--- config.mk ---
export PLATFORM = sky130hd
export DESIGN_NAME = high_pass_filter
export DESIGN_NICKNAME = d
export VERILOG_FILES = /design/src/rtl/high_pass_filter.sv
export SDC_FILE = /design/constraint.sdc
export NUM_CORES = 1
export LEC_CHECK = 0
export BUFFER_PORTS_ARGS = -buffer_cell sky130_fd_sc_hd__buf_4
export CAP_MARGIN = 20
export CELL_PAD_IN_SITES_DETAIL_PLACEMENT = 0
export CELL_PAD_IN_SITES_GLOBAL_PLACEMENT = 1
export CORE_ASPECT_RATIO = 0.6
export CORE_MARGIN = 4
export CORE_UTILIZATION = 53
export CTS_CLUSTER_DIAMETER = 120
export DETAILED_ROUTE_END_ITERATION = 12
export GPL_TIMING_DRIVEN = 0
export PLACE_DENSITY = 0.83
export SYNTH_ARGS = -nofsm -noshare
export SYNTH_HDL_FRONTEND = slang
export SYNTH_SLANG_ARGS = --single-unit
--- constraint.sdc ---
create_clock -name clk -period 6.4 [get_ports clk]
set_clock_uncertainty 0.05 [all_clocks]
set_input_delay 0 -clock clk [delete_from_list [all_inputs] [get_ports clk]]
set_output_delay 0 -clock clk [all_outputs]
set_load 0.005 [all_outputs]
--- src/rtl/high_pass_filter.sv ---
// Pan-Tompkins high-pass stage: y(n) = x(n-16) - floor(p(n)/32), where p(n) is the
// running sum of the last 32 inputs. Output is registered and valid-qualified.
module high_pass_filter #(
  parameter int unsigned DATA_WIDTH = 11,
  parameter int unsigned ACC_WIDTH  = DATA_WIDTH + 5,
  parameter int unsigned OUT_WIDTH  = DATA_WIDTH + 1
) (
  input  logic                  clk,
  input  logic                  rstn,
  input  logic                  en,
  input  logic                  in_valid,
  input  logic [DATA_WIDTH-1:0] in_data,
  output logic                  out_valid,
  output logic [OUT_WIDTH-1:0]  out_data,
  output logic                  settled
);

  localparam int unsigned DEPTH = 32;
  localparam int unsigned PTR_W = 5;
  localparam int unsigned CNT_W = 6;
  localparam int unsigned SHIFT = 5;
  localparam int unsigned EXT_W = ACC_WIDTH - DATA_WIDTH;

  logic [DATA_WIDTH-1:0]        r_buf [DEPTH];
  logic [PTR_W-1:0]             r_wptr;
  logic [CNT_W-1:0]             r_count;
  logic signed [ACC_WIDTH-1:0]  r_acc;
  logic                         r_out_valid;
  logic signed [OUT_WIDTH-1:0]  r_out_data;
  logic                         r_settled;

  logic                         w_accept;
  logic [DATA_WIDTH-1:0]        w_oldest;
  logic [DATA_WIDTH-1:0]        w_mid;
  logic signed [ACC_WIDTH-1:0]  w_x_ext;
  logic signed [ACC_WIDTH-1:0]  w_old_ext;
  logic signed [ACC_WIDTH-1:0]  w_mid_ext;
  logic signed [ACC_WIDTH-1:0]  w_acc_next;
  logic signed [ACC_WIDTH-1:0]  w_shift;
  logic signed [OUT_WIDTH-1:0]  w_y;
  logic [CNT_W-1:0]             w_count_next;

  assign w_accept = en & in_valid;

  // x(n-32) sits at the write pointer, x(n-16) half the ring away.
  assign w_oldest = r_buf[r_wptr];
  assign w_mid    = r_buf[r_wptr ^ PTR_W'(DEPTH / 2)];

  assign w_x_ext   = {{EXT_W{in_data[DATA_WIDTH-1]}}, in_data};
  assign w_old_ext = {{EXT_W{w_oldest[DATA_WIDTH-1]}}, w_oldest};
  assign w_mid_ext = {{EXT_W{w_mid[DATA_WIDTH-1]}}, w_mid};

  // p is the exact 32-sample sum, so the accumulator never wraps.
  assign w_acc_next = r_acc + w_x_ext - w_old_ext;
  assign w_shift    = w_acc_next >>> SHIFT;
  // |y| <= 2^DATA_WIDTH, so dropping the accumulator's upper bits is lossless.
  assign w_y        = OUT_WIDTH'(w_mid_ext - w_shift);

  assign w_count_next = (r_count == CNT_W'(DEPTH)) ? r_count : r_count + CNT_W'(1);

  // Sample acceptance, delay line, accumulator and output registers.
  always_ff @(posedge clk) begin
    if (!rstn) begin
      for (int i = 0; i < DEPTH; i++) r_buf[i] <= '0;
      r_wptr      <= '0;
      r_count     <= '0;
      r_acc       <= '0;
      r_out_valid <= 1'b0;
      r_out_data  <= '0;
      r_settled   <= 1'b0;
    end else if (w_accept) begin
      r_buf[r_wptr] <= in_data;
      r_wptr        <= r_wptr + PTR_W'(1);
      r_acc         <= w_acc_next;
      r_count       <= w_count_next;
      r_out_data    <= w_y;
      r_out_valid   <= 1'b1;
      r_settled     <= (w_count_next == CNT_W'(DEPTH));
    end else begin
      r_out_valid <= 1'b0;
    end
  end

  assign out_valid = r_out_valid;
  assign out_data  = r_out_data;
  assign settled   = r_settled;

endmodule

Yosys cells after proc, flatten, opt, wreduce, memory -nomap -nowiden
Memory sizes are Yosys's and may differ from the RTL's. A register that Yosys moved wholly into a read port is not among the register bits.
Index checks and enable logic that the tools add are counted.

cells by class
  $add $sub $neg = 5
  equal/unequal tests = 2
  multiplexer cells = 10
  bitwise logic cells = 2
  reduce and logical (&&, ||, !) cells = 1

operators with widths
  operator                                     number
  adder 16 x 11 -> 16 bit                      1
  subtractor 16 x 11 -> 16 bit                 1
  2-to-1 mux 5 bit                             3
  equality test 6 bit, second input constant   2
  subtractor 11 x 11 -> 12 bit                 1
  2-to-1 mux 11 bit                            1
  OR reduction 11 bit                          1
  adder 6 x 1 -> 6 bit, second input constant  1
  2-to-1 mux 6 bit                             1
  adder 5 x 1 -> 5 bit, second input constant  1
  2-to-1 mux 1 bit                             5
  AND 1 bit                                    1
  NOT 1 bit                                    1

storage, ports and cells
  bits in registers = 41
  bits in writable memories = 352
  input port bits = 15
  output and inout port bits = 14
  logic and storage cells = 27
  memories = 1

memory list
  memory  words  bits a word  rd ports  clocked after memory_dff  write ports  RTL line  RTL
  r_buf   32     11           2         1                         32           24        logic [DATA_WIDTH-1:0] r_buf [DEPTH];

Longest topological paths before layout
Gate-level depths: netlist of run 1.

  depth after elaboration = 6
  gate-level depth with buffers = 23
  mapped depth without buffers = 20

Worst setup path before layout of run 1
Ideal clock, no wire load.

  path kind = register to register
  start = reg with a tool-made name
  end = reg r_out_data[7] (netlist: out_data[7])
  library setup time = 136 ps
  data arrival time = 5653 ps
  required time = 6214 ps
  slack = 561 ps
  stages on the path, launching flop included = 24
  buffers on the path = 3
  clock period less this slack = 5839 ps
  path through = dfxtp_1 -> clkbuf_1 -> buf_2 -> buf_2 -> mux4_2 -> mux4_2 -> mux2_2 -> ha_1 -> inv_1 -> ha_1 -> fa_1 -> a211oi_1 -> nor2_1 -> o21a_1 -> nor2_1 -> xor2_1 -> ha_1 -> a21o_1 -> a21o_1 -> a21oi_1 -> maj3_2 -> or4_4 -> a21oi_2 -> a211oi_2

RTL lines
  element               RTL line  RTL
  end signal, assigned  76        r_out_data <= w_y;
  end, declared         29        logic signed [OUT_WIDTH-1:0] r_out_data;

==> summary.md, run 1 <==
| Metric | Value |
|---|---|
| Status | `completed` |
| CTS buffer count | `38` |
| DR WL/cell | `37.6 µm` |
| #FFs+latches synth | `398` |
| Fin nets | `1885` |
| Post-synth EDFFs | `352` |
| Setup ws final | `0.0870 ns` |
| First-pass GRT wire length | `125000 µm` |
| Initial antenna violation count | `9` |
| Routed via count | `18.2k` |
| Setup Buffers After CTS | `0` |
| Total grt overflow | `0` |
| Simple-Gate Fraction of Synth Area | `12.6%` |
| Detail Placement HPWL | `69000 µm` |
| Maxcap violations | `0` |
| Initial Util | `54.3%` |
| Num Clock Sinks | `398` |
| Root buffer cell | `clkbuf_16` |
| Layout cell share with drive strength beyond 1 | `20.5%` |
| WHS | `0.0474 ns` |
| Distinct cells, synth | `82` |
| Synthesized Nets | `1769` |
| Die height | `167 µm` |
| Compound-cell area share of the yosys netlist | `6.14%` |
| Sequential share of power | `40.6%` |
| HP Class | `in -> reg` |
| Worst setup EP type | `register` |
| Largest net degree at the start of global routing | `16` |
| Avg Inst Size Synth | `13.0 µm²` |
| Final Setup Violations | `0` |
| H-tree levels | `2` |
| Pleak | `8.13 nW` |
| Clock slew at reported path FFs | `0.06 ns` |
| Drt total wl | `91100 µm` |
| Pwr dens | `298 nW/µm²` |
| Maximum clock frequency | `0.158 GHz` |
| Top post-synthesis cells by area | `edfxtp_1, mux4_2, nor3_1, dfxtp_1, clkbuf_1` |
| CP max FO | `10` |
| Initial DRC Count | `3463` |
| Width of the die | `273 µm` |
| Area growth syn-to-layout | `12.7%` |
| Die outline area | `45500 µm²` |
| Total GRT Usage | `39.4%` |
| Slew Limit Headroom | `15.0%` |
| Num ports | `29` |
| Total Power | `7.48 mW` |
| Cell Rows | `57` |
| Setup TNS Final | `0 ns` |
| Antenna Nets Post-Route | `0` |
| Post-synthesis sequential area ratio | `51.6%` |
| Post-Synthesis Cells | `1708` |
| CTS tree | `done` |
| Critical path class | `reg -> reg` |
| Startpoint class of the critical path | `register` |
| Finished Layout Cells | `2419` |
| Final period utilization | `98.6%` |
| Comb power frac | `27.9%` |
| Area leader, netlist | `edfxtp_1` |
| Fin. max-slew vios | `0` |
| Synthesized area | `22300 µm²` |
| YS warnings | `0` |
| Top-area cell type share of the netlist area | `47.4%` |
| Ys flop type | `edfxtp_1` |
| Least-Margin Pin Slew | `1.24 ns` |
| Max clock buf depth | `3` |
| Adder-cell share of the synthesized area | `3.17%` |
| Cell count after placement | `2335` |
| Core box area | `41000 µm²` |
| Post-synth top cells | `nor3_1, edfxtp_1, mux4_2` |
| Switching share of power | `32.2%` |
| Clock power share | `31.5%` |
| DR DRC count | `0` |
| WP data required | `6.74 ns` |
| Hold Vio Cnt, Final | `0` |
| DP Worst Slack | `-1.18 ns` |
| Mux contribution to synthesized area | `20.5%` |
| Async SR Flop Fraction | `0%` |
| Switching pwr | `2.41 mW` |
| Worst IR Drop VDD | `0.000177 V` |
| Most common cell in the netlist | `nor3_1` |
| Port buffer count | `27` |
| Vias in the first global route | `16.4k` |
| Post-synthesis xor/xnor area fraction | `1.06%` |
| Worst-Skew Late Latency | `0.57 ns` |
| Via density | `7.51` |
| Crit path DAT | `6.66 ns` |
| Routability cong. | `1.08` |
| First-pass detailed-route iteration total | `12` |
| Power Internal | `5.07 mW` |
| Fin crit period | `6.31 ns` |
| Largest family of logic cells by synthesized area | `multiplexers` |
-- per-stage QoR --
stage / util [%] / area, µm²
2_1_floorplan: - / 22300
3_3_place_gp: 56.5 / 23200
3_5_place_dp: 57.6 / 23600
5_1_grt: 61.2 / 25100
6_report: 61.2 / 25100
4_1_cts: 61.0 / 25000
-- metal layers --
| metal | track usage (%) | vias up | share of wire [%] |
|---|---|---|---|
| li1 | - | 6945 | - |
| met1 | 56.9 | 9126 | 38 |
| met2 | 46.8 | 1802 | 36 |
| met3 | 27.9 | 268 | 22 |
| met4 | 9.89 | 16 | 3.3 |
| met5 | 1.79 | - | 0.31 |
-- sequential cells by signal (all words and copies together), names as in the netlist, named ones only --
name / count
r_acc: 16
r_buf: 352
r_count: 6
out_data: 12
r_wptr: 5
settled: 1
out_valid: 1
-- critical path, cell delays in order, from the launching register on --
cell and delay, ns:
dfxtp_2 0.45, clkbuf_8 0.29, clkbuf_4 0.34, mux4_2 0.45, mux4_2 0.49, mux2_2 0.36
ha_1 0.30, inv_1 0.04, ha_1 0.21, fa_1 0.52, a211oi_2 0.28, nor2_1 0.11
o21a_1 0.19, a21o_1 0.19, a21oi_1 0.20, xor2_1 0.13, ha_1 0.35, a21oi_1 0.09
maj3_2 0.38, or4_4 0.50, a21oi_2 0.15, a211oi_2 0.06
-- final cells by class --
type                    instances  area [µm²]
inverters                      69         259
repair buffers                 78         763
clock inverters                14         145
fillers                      3233       15900
clock buffers                  54        1080
plain buffers                 192         892
multi-input cells            1047        9750
flip-flops and latches        398       11500
diodes                          7        17.5
well taps                     560         701
-- final timing paths --
path	from	to	slack (ns)	cells past startpoint
worst max register to register	register	out_data[7]	0.09	21
worst max-delay path	register	out_data[7]	0.09	21
worst min-delay path	in_data[8]	r_buf[14][8]	0.05	3
worst min register to register	out_data[6]	out_data[6]	0.42	2
-- power by group through the flow --
stage               Sequential [mW]  Combinational [mW]  Clock [mW]
finish                         3.04                2.09        2.36
global route                   3.05                2.20        2.44
CTS                            3.03                1.96        2.32
detailed placement             3.08                1.93           0
global placement               3.08                1.86           0
floorplan                      3.05                1.33           0
-- cells in the final DEF, fill, tap and decap left out, drive strengths merged, types with 11 or more instances in the layout --
master  count
a21o       14
a21oi      18
a22oi      30
and2       21
buf       120
clkbuf    194
dfxtp      46
edfxtp    352
fa         16
ha         30
inv        68
mux2       12
mux2i      50
mux4      175
nand2      54
nand3      17
nand4      11
nor2       18
nor3      365
o21ai      55
xnor2      19
-- kinds of logic after synthesis --
family,Yosys count
AOI/OAI and AO/OA,193
xor gates and xnor gates,27
adders and majority gates,47
buffers and inverters,263
DFF,398
muxes,237
and+or+nand+nor,543
-- what timing repair did --
action,CTS,global route
hold buffers,10,0
pin swaps,0,1
gates resized for setup,33,17
endpoints found under the setup margin,14,7
endpoints found under the hold margin,20,0
(Power assumes the default switching activity.)
==> inputs of run 2 (changes only) <==
--- a/config.mk
+++ b/config.mk
@@ -15,7 +15,7 @@
 export CTS_CLUSTER_DIAMETER = 120
 export DETAILED_ROUTE_END_ITERATION = 12
 export GPL_TIMING_DRIVEN = 0
-export PLACE_DENSITY = 0.83
+export PLACE_DENSITY = 0.82
 export SYNTH_ARGS = -nofsm -noshare
 export SYNTH_HDL_FRONTEND = slang
 export SYNTH_SLANG_ARGS = --single-unit
==> constraint.sdc (replaced) <==
create_clock -name clk -period 6.4 [get_ports clk]
set_clock_uncertainty 0.05 [all_clocks]
set_input_delay 1.6 -clock clk [delete_from_list [all_inputs] [get_ports clk]]
set_output_delay 1.6 -clock clk [all_outputs]
set_load 0.005 [all_outputs]
==> summary.md, run 2 (synthesis gave the netlist of run 1 again) <==
| Metric | Value |
|---|---|
| Via density | `7.41 (-1.3%)` |
| Crit path DAT | `6.72 ns (+0.06 ns)` |
| Maxcap violations | `0 (unchanged)` |
| Worst IR Drop VDD | `0.000255 V (+44%)` |
| Critical path class | `reg -> reg` |
| Clock slew at reported path FFs | `0.07 ns (about the same)` |
| Maximum clock frequency | `0.157 GHz (-0.97%)` |
| CP max-delay cell | `clkbuf_1` |
| CP endpoint | `out_data[7]` |
| First-pass GRT wire length | `127000 µm (+1.5%)` |
| Worst reg2reg startpoint | `r_wptr[1]` |
| DP Worst Slack | `-1.30 ns (-0.129 ns)` |
| Total Power | `7.47 mW (-0.21%)` |
| Max reg flops | `352 (unchanged)` |
| Most frequent CP cell | `buf_6` |
| Status | `completed` |
| Width of the die | `273 µm (unchanged)` |
| Reg-to-reg endpoint | `out_data[7]` |
| Least-Margin Pin Slew | `1.30 ns (+0.0633 ns)` |
| Setup ws final | `0.0253 ns (-0.0616 ns)` |
| Fin crit period | `6.37 ns (+0.0616 ns)` |
| Sequential Area | `11500 µm² (unchanged)` |
| Routed via count | `17.8k (-1.8%)` |
| Initial DRC Count | `3511 (+1.4%)` |
| Cell Rows | `57 (unchanged)` |
| Final period utilization | `99.6% (+0.96 points)` |
| Reg2reg setup slack | `0.03 ns (-0.06 ns)` |
| Multi-input combinational cell area | `9730 µm² (-0.13%)` |
| HP Class | `reg -> reg` |
| Drt total wl | `91100 µm (about the same)` |
| WHS | `0.419 ns (+0.372 ns)` |
| Most frequent cells in the layout | `nor3_1, edfxtp_1, mux4_2, clkbuf_1, inv_1` |
| Antenna Nets Post-Route | `0 (unchanged)` |
| Setup TNS Final | `0 ns (unchanged)` |
| Max clock buf depth | `3 (unchanged)` |
| Largest net degree at the start of global routing | `15 (-1)` |
| CTS tree | `done` |
| Initial Util | `54.3% (unchanged)` |
| Util after Layout | `60.9% (-0.29 points)` |
| WP data required | `6.75 ns (about the same)` |
| Crit path cell chain | `buf_6 -> buf_12 -> buf_6 -> buf_6 -> clkbuf_1 -> buf_16 -> clkbuf_1 -> mux4_2 -> a22oi_1 -> nand4_1 -> ha_1 -> a21o_1 -> a21o_1 -> a21oi_1 -> maj3_2 -> or4_4 -> a21oi_2 -> a211oi_2` |
| Final Setup Violations | `0 (unchanged)` |
| Num Clock Sinks | `398 (unchanged)` |
| Vias in the first global route | `16.5k (+0.40%)` |
| Total grt overflow | `0 (unchanged)` |
| First-pass detailed-route iteration total | `7 (-5)` |
| Worst path depth | `18 (-14%)` |
| CTS buffer count | `39 (+2.6%)` |
| Hold Vio Cnt, Final | `0 (unchanged)` |
| Largest stage delay on the critical path | `0.77 ns (+0.25 ns)` |
| Pwr dens | `299 nW/µm² (+0.26%)` |
| Worst setup EP type | `register` |
| # fillers | `3289 (+1.7%)` |
| Reg with most FFs | `r_buf` |
| Layout cell share with drive strength beyond 1 | `20.7% (+0.19 points)` |
| Worst r2r path cells | `18 (-14%)` |
| DR WL/cell | `37.9 µm (+0.56%)` |
| Startpoint class of the critical path | `register` |
| Fin. max-slew vios | `0 (unchanged)` |
| DR DRC count | `0 (unchanged)` |
| Die outline area | `45500 µm² (unchanged)` |
| Initial antenna violation count | `1 (-8)` |
| Commonest non-fill, non-tap cell in the layout | `nor3_1` |
| Die height | `167 µm (unchanged)` |
| Fin nets | `1879 (-0.32%)` |
| Pleak | `8.10 nW (-0.35%)` |
| H-tree levels | `2 (unchanged)` |
| Routability cong. | `1.07 (-0.71%)` |
| CP bufs+invs | `7 (+4)` |
| Core box area | `41000 µm² (unchanged)` |
| Total GRT Usage | `40.0% (+0.58 points)` |
| Worst-Skew Late Latency | `0.57 ns (about the same)` |
| Slew Limit Headroom | `13.1% (-1.9 points)` |
| Largest delay share family, worst path | `buffers and inverters` |
| Port buffer count | `27 (unchanged)` |
| Num ports | `29 (unchanged)` |
| CP max FO | `10 (unchanged)` |
| Setup crit start | `r_wptr[1]` |
| Root buffer cell | `clkbuf_16` |
| Area growth syn-to-layout | `12.1%` |
| Detail Placement HPWL | `69000 µm (+0.11%)` |
==> run 2: worst min path at each step <==
stage / startpoint / end / slack [ns] / depth (start not counted)
finish: r_acc[0] / r_acc[0] / 0.42 / 2
global route: out_data[6] / out_data[6] / 0.45 / 2
CTS: r_acc[0] / r_acc[0] / 0.42 / 2
detailed placement: r_acc[0] / r_acc[0] / 0.41 / 2
global placement: r_acc[0] / r_acc[0] / 0.40 / 2
floorplan: r_acc[0] / r_acc[0] / 0.39 / 2
==> run 2: power by group <==
| part | switching (mW) | internal, mW | leakage [nW] |
|---|---|---|---|
| combinational | 1.24 | 0.823 | 3.49 |
| clock | 1.07 | 1.29 | 0.596 |
| sequential | 0.0885 | 2.95 | 4.01 |
==> run 2: repair_timing <==
item / CTS / global route
setup endpoints to repair: 16 / 8
resized for setup: 27 / 32
pin swaps: 0 / 4
setup buffers: 0 / 2
hold buffers: 0 / 0
==> run 2: cell type report <==
cell class / instances / share of cell area, %
buffer: 192 / 3.60
sequential: 398 / 46.0
timing repair buffer: 71 / 2.71
inverter: 69 / 1.04
multi-input combinational: 1047 / 39.0
tap: 560 / 2.80
antenna: 2 / 0.0200
clock inverter: 20 / 0.816
clock buffer: 48 / 4.04
==> run 2: worst reg2reg max path: cells and delay by family (launching register included) <==
kind	cells	cell delay, ns
flip-flops	1	0.57
multiplexers	1	0.43
AO/OA/AOI/OAI	6	1.13
adder cells (fa/ha/maj)	2	0.77
AND/OR/NAND/NOR	2	0.88
buffers and inverters	7	2.36
==> run 2: routing by layer <==
metal	part of all wire, %	track usage (%)
met1	38	58.3
met2	37	48.2
met3	22	26.2
met4	3.2	9.66
met5	0.67	6.74
==> run 2: through the flow <==
step / instance area, µm² / instances
6_report: 25000 / 2407
5_1_grt: 25000 / 2405
4_1_cts: 24900 / 2401
3_5_place_dp: 23600 / 2335
3_3_place_gp: 23200 / 2295
2_1_floorplan: 22300 / 1708
